File: config.mk
export PLATFORM = sky130hd
export DESIGN_NAME = program_load_controller
export DESIGN_NICKNAME = d
export VERILOG_FILES = /design/src/rtl/program_load_controller_pkg.sv /design/src/rtl/program_load_controller_load_write_stage.sv /design/src/rtl/program_load_controller.sv
export SDC_FILE = /design/constraint.sdc
export NUM_CORES = 1
export LEC_CHECK = 0
export CORE_ASPECT_RATIO = 1.25
export CORE_MARGIN = 2
export CORE_UTILIZATION = 43
export DETAILED_ROUTE_END_ITERATION = 16
export GPL_TIMING_DRIVEN = 1
export PLACE_DENSITY = 0.91
export SLEW_MARGIN = 15
export SYNTH_ARGS = -nofsm -noshare
export SYNTH_HDL_FRONTEND = slang
export SYNTH_SLANG_ARGS = --single-unit
File: constraint.sdc
create_clock -name clock -period 1.75 [get_ports clock]
set_input_delay 0.4375 -clock clock [delete_from_list [all_inputs] [get_ports clock]]
set_output_delay 0.4375 -clock clock [all_outputs]
set_load 0.01 [all_outputs]
File: src/rtl/program_load_controller_pkg.sv
// Shared widths and state encoding for the program-load controller,
// the CPU and the unified memory.
package program_load_controller_pkg;

    localparam int PLC_DATA_WIDTH = 16;
    localparam int PLC_ADDR_WIDTH = 5;
    localparam int PLC_DEPTH      = 32;

    typedef enum logic [1:0] {
        IDLE    = 2'd0,
        LOADING = 2'd1,
        LOADED  = 2'd2,
        RUNNING = 2'd3
    } plc_state_e;

endpackage

File: src/rtl/program_load_controller_load_write_stage.sv
// Registered host write path: memory write registers, saturating word
// count and running XOR checksum of accepted load words.
module load_write_stage
    import program_load_controller_pkg::*;
#(
    parameter int DATA_WIDTH = PLC_DATA_WIDTH,
    parameter int ADDR_WIDTH = PLC_ADDR_WIDTH,
    parameter int DEPTH      = PLC_DEPTH
) (
    input  logic                  clock,
    input  logic                  reset,
    input  logic                  accept_i,
    input  logic                  restart_i,
    input  logic [ADDR_WIDTH-1:0] addr_i,
    input  logic [DATA_WIDTH-1:0] data_i,
    output logic [ADDR_WIDTH-1:0] addr_o,
    output logic [DATA_WIDTH-1:0] data_o,
    output logic                  we_o,
    output logic [ADDR_WIDTH:0]   count_o,
    output logic [DATA_WIDTH-1:0] checksum_o
);

    localparam int CW = ADDR_WIDTH + 1;

    logic [ADDR_WIDTH-1:0] addr_q, addr_d;
    logic [DATA_WIDTH-1:0] data_q, data_d;
    logic                  we_q, we_d;
    logic [CW-1:0]         cnt_q, cnt_d;
    logic [DATA_WIDTH-1:0] chk_q, chk_d;

    always_comb begin
        we_d   = accept_i;
        addr_d = addr_q;
        data_d = data_q;
        cnt_d  = cnt_q;
        chk_d  = chk_q;
        if (accept_i) begin
            addr_d = addr_i;
            data_d = data_i;
        end
        // A reload restarts the statistics from the write that caused it
        if (restart_i) begin
            cnt_d = accept_i ? CW'(1) : '0;
            chk_d = accept_i ? data_i : '0;
        end else if (accept_i) begin
            if (cnt_q != CW'(DEPTH))
                cnt_d = cnt_q + CW'(1);
            chk_d = chk_q ^ data_i;
        end
    end

    always_ff @(posedge clock or posedge reset) begin
        if (reset) begin
            addr_q <= '0;
            data_q <= '0;
            we_q   <= 1'b0;
            cnt_q  <= '0;
            chk_q  <= '0;
        end else begin
            addr_q <= addr_d;
            data_q <= data_d;
            we_q   <= we_d;
            cnt_q  <= cnt_d;
            chk_q  <= chk_d;
        end
    end

    assign addr_o     = addr_q;
    assign data_o     = data_q;
    assign we_o       = we_q;
    assign count_o    = cnt_q;
    assign checksum_o = chk_q;

endmodule

File: src/rtl/program_load_controller.sv
// Program-load responder: host load FSM, then hands the memory port
// to the CPU through a register-selected mux.
module program_load_controller
    import program_load_controller_pkg::*;
#(
    parameter int DATA_WIDTH = PLC_DATA_WIDTH,
    parameter int ADDR_WIDTH = PLC_ADDR_WIDTH,
    parameter int DEPTH      = PLC_DEPTH
) (
    input  logic                  clock,
    input  logic                  reset,
    input  logic [DATA_WIDTH-1:0] prog_data_in,
    input  logic [ADDR_WIDTH-1:0] prog_addr,
    input  logic                  prog_write_enable,
    input  logic                  start_execution,
    input  logic [ADDR_WIDTH-1:0] cpu_mem_addr,
    input  logic [DATA_WIDTH-1:0] cpu_mem_data,
    input  logic                  cpu_mem_we,
    output logic [ADDR_WIDTH-1:0] mem_addr,
    output logic [DATA_WIDTH-1:0] mem_data_out,
    output logic                  mem_we,
    output logic                  load_done,
    output logic                  cpu_run,
    output logic [ADDR_WIDTH:0]   word_count,
    output logic [DATA_WIDTH-1:0] load_checksum,
    output logic                  load_error
);

    plc_state_e state_q, state_d;
    logic       run_q, run_d;
    logic       done_q, done_d;
    logic       err_q, err_d;
    logic       in_range, accept, restart;

    logic [ADDR_WIDTH-1:0] st_addr;
    logic [DATA_WIDTH-1:0] st_data;
    logic                  st_we;

    assign in_range = 32'(prog_addr) < DEPTH;
    assign accept   = prog_write_enable && in_range && (state_q != RUNNING);
    assign restart  = prog_write_enable && (state_q == LOADED);

    always_comb begin
        state_d = state_q;
        err_d   = err_q;
        unique case (state_q)
            IDLE:    if (prog_write_enable) state_d = LOADING;
            LOADING: if (!prog_write_enable) state_d = LOADED;
            LOADED: begin
                if (prog_write_enable)    state_d = LOADING;
                else if (start_execution) state_d = RUNNING;
            end
            RUNNING: state_d = RUNNING;
            default: state_d = IDLE;
        endcase
        if (prog_write_enable && (!in_range || state_q == RUNNING))
            err_d = 1'b1;
        run_d  = (state_d == RUNNING);
        done_d = (state_d == LOADED);
    end

    always_ff @(posedge clock or posedge reset) begin
        if (reset) begin
            state_q <= IDLE;
            run_q   <= 1'b0;
            done_q  <= 1'b0;
            err_q   <= 1'b0;
        end else begin
            state_q <= state_d;
            run_q   <= run_d;
            done_q  <= done_d;
            err_q   <= err_d;
        end
    end

    load_write_stage #(
        .DATA_WIDTH (DATA_WIDTH),
        .ADDR_WIDTH (ADDR_WIDTH),
        .DEPTH      (DEPTH)
    ) u_stage (
        .clock      (clock),
        .reset      (reset),
        .accept_i   (accept),
        .restart_i  (restart),
        .addr_i     (prog_addr),
        .data_i     (prog_data_in),
        .addr_o     (st_addr),
        .data_o     (st_data),
        .we_o       (st_we),
        .count_o    (word_count),
        .checksum_o (load_checksum)
    );

    // Select comes straight from a flop so the handover cannot glitch
    assign mem_addr     = run_q ? cpu_mem_addr : st_addr;
    assign mem_data_out = run_q ? cpu_mem_data : st_data;
    assign mem_we       = run_q ? cpu_mem_we   : st_we;
    assign load_done    = done_q;
    assign cpu_run      = run_q;
    assign load_error   = err_q;

endmodule

==> impl_metrics.csv <==
group,metric,value,unit
die,pin_count,94,
drt,totalWireLength,6.48,mm
grt,grt_pass1_wl,10.3,mm
sta,fin_setup_tns,-1630,ps
worst_setup_path,cpPeakStageDelay,440,ps
finish,fillers,357,
clock_tree,tritoncts,"done",
worst_setup_path,critPathLaunchType,"register",
die,core,5080,sq um
clock_tree,cts.hold.buffers_added,0,
clock_tree,clkTransAtPathRegs,80,ps
die,row_count,29,
placed_design,routabilityCongestion,0.763,
clock_tree,clk_latency,290,ps
clock_tree,cts_buffer_depth,2,
drt,met2_length,3.60,mm
drt,wl_met1,2.46,mm
grt,grt_pass1_vias,2061,
sta,maxSlewHeadroom,81.4,%
drt,dr.first_iter.drc_count,157,
die,die_x,69.1,um
finish,diodes,0,
sta,finClkSkew,6.04,ps
clock_tree,cts.sinks,49,
die,initial_core_util,44.8,%
finish,fin_nets,388,
yosys,ys_seq_area_share,53.8,%
die,dieArea,5900,sq um
yosys,syn-num-nets,272,
sta,setup_violations,22,
yosys,synthArstFlopShare,100,%
drt,dr.pass1.iters,4,
drt,ant_nets,0,
yosys,syn_area,2280,sq um
yosys,avgSynthCellArea,10.2,sq um
power_and_ir_drop,peakVddDrop,822,uV
sta,worst_pin_slew,275,ps
placed_design,post-place-ws,-288,ps
sta,worst_slack,-112,ps
power_and_ir_drop,leakagePower,1.75,nW
sta,report.final.slew_viol_count,0,
sta,rsz0062_at_grt,"true",
worst_setup_path,worstPathRequired,1310,ps
worst_setup_path,crit_path_top_delay_cell,"dfrtp_2",
clock_tree,cts_inserted_buffers,5,
clock_tree,h-tree-depth,2,
drt,dr_wl_met3,305,um
yosys,synth_edf_count,0,
yosys,yosys_warnings,0,
placed_design,dp_hpwl,4.37,mm
outcome,violations,"negative setup slack",
finish,area_growth_syn_to_layout,62.3,%
worst_setup_path,worstPathCellList,"buf_12, clkbuf_16, mux2_2, buf_6",
sta,max_freq,537,MHz
yosys,synth_ff_type,"dfrtp_1",
outcome,outcome,"finished with violations",
yosys,synth-seq-cells,49,
yosys,synthCells,223,
worst_setup_path,critPathCaptureType,"primary output",
power_and_ir_drop,power_density,1220,nW/um^2
sta,min_period,1860,ps
grt,grt_max_degree,50,
worst_setup_path,crit_type,"reg -> out",
yosys,ys_types,33,
clock_tree,root_buffer,"clkbuf_8",
sta,finalCritPeriodShare,106,%
drt,wl_per_cell,16.1,um
grt,antenna_found_initial,0,
grt,grt_usage,22.4,%
min_path,min_path_type,"reg -> reg",
die,die_h,85.4,um
worst_setup_path,path_max_fanout,4,
finish,drive_above_1_share,26.2,%
job,drv_cap,0,
drt,vias,2033,
drt,drc,0,
sta,hold_violations,0,
drt,vias_per_cell,5.06,
grt,overflow,0,
worst_setup_path,cp_data_arrival_time,1420,ps
drt,top_layer,"met4",
placed_design,portBuffers,93,
==> critical path, delay by kind of cell, from the launching register on <==
family	cells	cell delay (ps)
multiplexers	1	280
flip-flops	1	440
buffers and inverters	3	410
==> synthesized netlist by cell type (all sizes together) (2+ instances only) <==
library cell   n  area (sq um)
nor2b          3          18.8
inv           10          37.5
mux2i          2          20.0
buf            8          48.8
ha             2          25.0
o21ai          4          20.0
nand2         81           304
xor2          16           140
o21a           2          15.0
nor2           4          15.0
dfrtp         49          1230
clkbuf         3          11.3
nand3          2          10.0
mux2          22           248
==> timing repair <==
action	CTS	global route
setup buffers	3	4
gates cloned	1	1
endpoints found under the setup margin	26	30
gates resized for setup	116	6
==> cell families after synthesis <==
family | count (synthesis) | share of synthesized area [%]
flops | 49 | 53.8
simple gates | 96 | 17.5
buf+inv | 21 | 4.29
xor+xnor | 16 | 6.15
compound gates | 14 | 4.95
mux | 24 | 11.8
fa+ha+maj | 3 | 1.54
==> metal layers <==
metal	GRT usage, %	vias to the layer above
met2	42.2	73
li1	-	951
met3	5.11	12
met5	0	-
met4	6.24	0
met1	25.1	997
==> stage by stage <==
step | hold WS, ps | power [mW] | util [%] | cells | instance area (sq um)
floorplan | 442 | 2.64 | - | 223 | 2280
global placement | 455 | 3.45 | 67.3 | 386 | 3420
detailed placement | 461 | 3.58 | 67.3 | 386 | 3420
CTS | 482 | 4.45 | 71.5 | 398 | 3630
finish | 479 | 4.52 | 72.8 | 402 | 3700
global route | 502 | 4.80 | 72.8 | 402 | 3700
==> placed cells by master (no fill, tap or decap), types with 2 or more instances in the layout <==
cell type / synthesis / final
xor2_1: 16 / 16
dfrtp_1: 49 / 46
inv_2: 1 / 2
o21a_1: 2 / 2
buf_12: 0 / 5
ha_1: 2 / 2
nand2_1: 81 / 81
buf_4: 2 / 20
clkdlybuf4s50_1: 0 / 69
mux2_4: 0 / 2
dfrtp_2: 0 / 3
nand3_1: 2 / 2
mux2i_1: 2 / 2
buf_6: 1 / 22
inv_1: 9 / 8
mux2_2: 22 / 20
o21ai_0: 4 / 3
nor2_1: 4 / 4
clkbuf_8: 0 / 6
nor2b_1: 3 / 3
==> sequential cells by signal (all words and copies together) (netlist names) <==
register	flops
cpu_run	1
u_stage.data_o	16
u_stage.we_o	1
load_error	1
state_q	2
u_stage.count_o	6
u_stage.checksum_o	16
u_stage.addr_o	5
load_done	1
==> worst paths after layout <==
path / start / endpoint / slack, ps / depth (start not counted)
max in group asynchronous: reset / cpu_run / 1020 / 3
worst min-delay path: load_error / load_error / 480 / 1
min in group asynchronous: reset / u_stage.data_o[1] / 500 / 3
worst min register to register: load_error / load_error / 480 / 1
worst max-delay path: cpu_run / mem_data_out[15] / -110 / 4
worst max register to register: u_stage.count_o[1] / u_stage.count_o[1] / 60 / 5
==> area by class of cell <==
class / instances / area (sq um) / area share, %
clock inverter: 1 / 30.0 / 0.812
inverter: 10 / 37.5 / 1.02
multi-input combinational: 153 / 972 / 26.3
timing repair buffer: 120 / 1260 / 34.2
clock buffer: 7 / 86.3 / 2.34
sequential: 49 / 1230 / 33.3
tap: 62 / 77.6 / 2.10
==> power breakdown <==
group / leakage (nW) / internal [mW] / switching (mW) / total [mW]
combinational: 1.11 / 0.963 / 0.779 / 1.74
clock: 0.0585 / 0.466 / 0.350 / 0.816
sequential: 0.590 / 1.63 / 0.325 / 1.96
(Power assumes the default switching activity.)
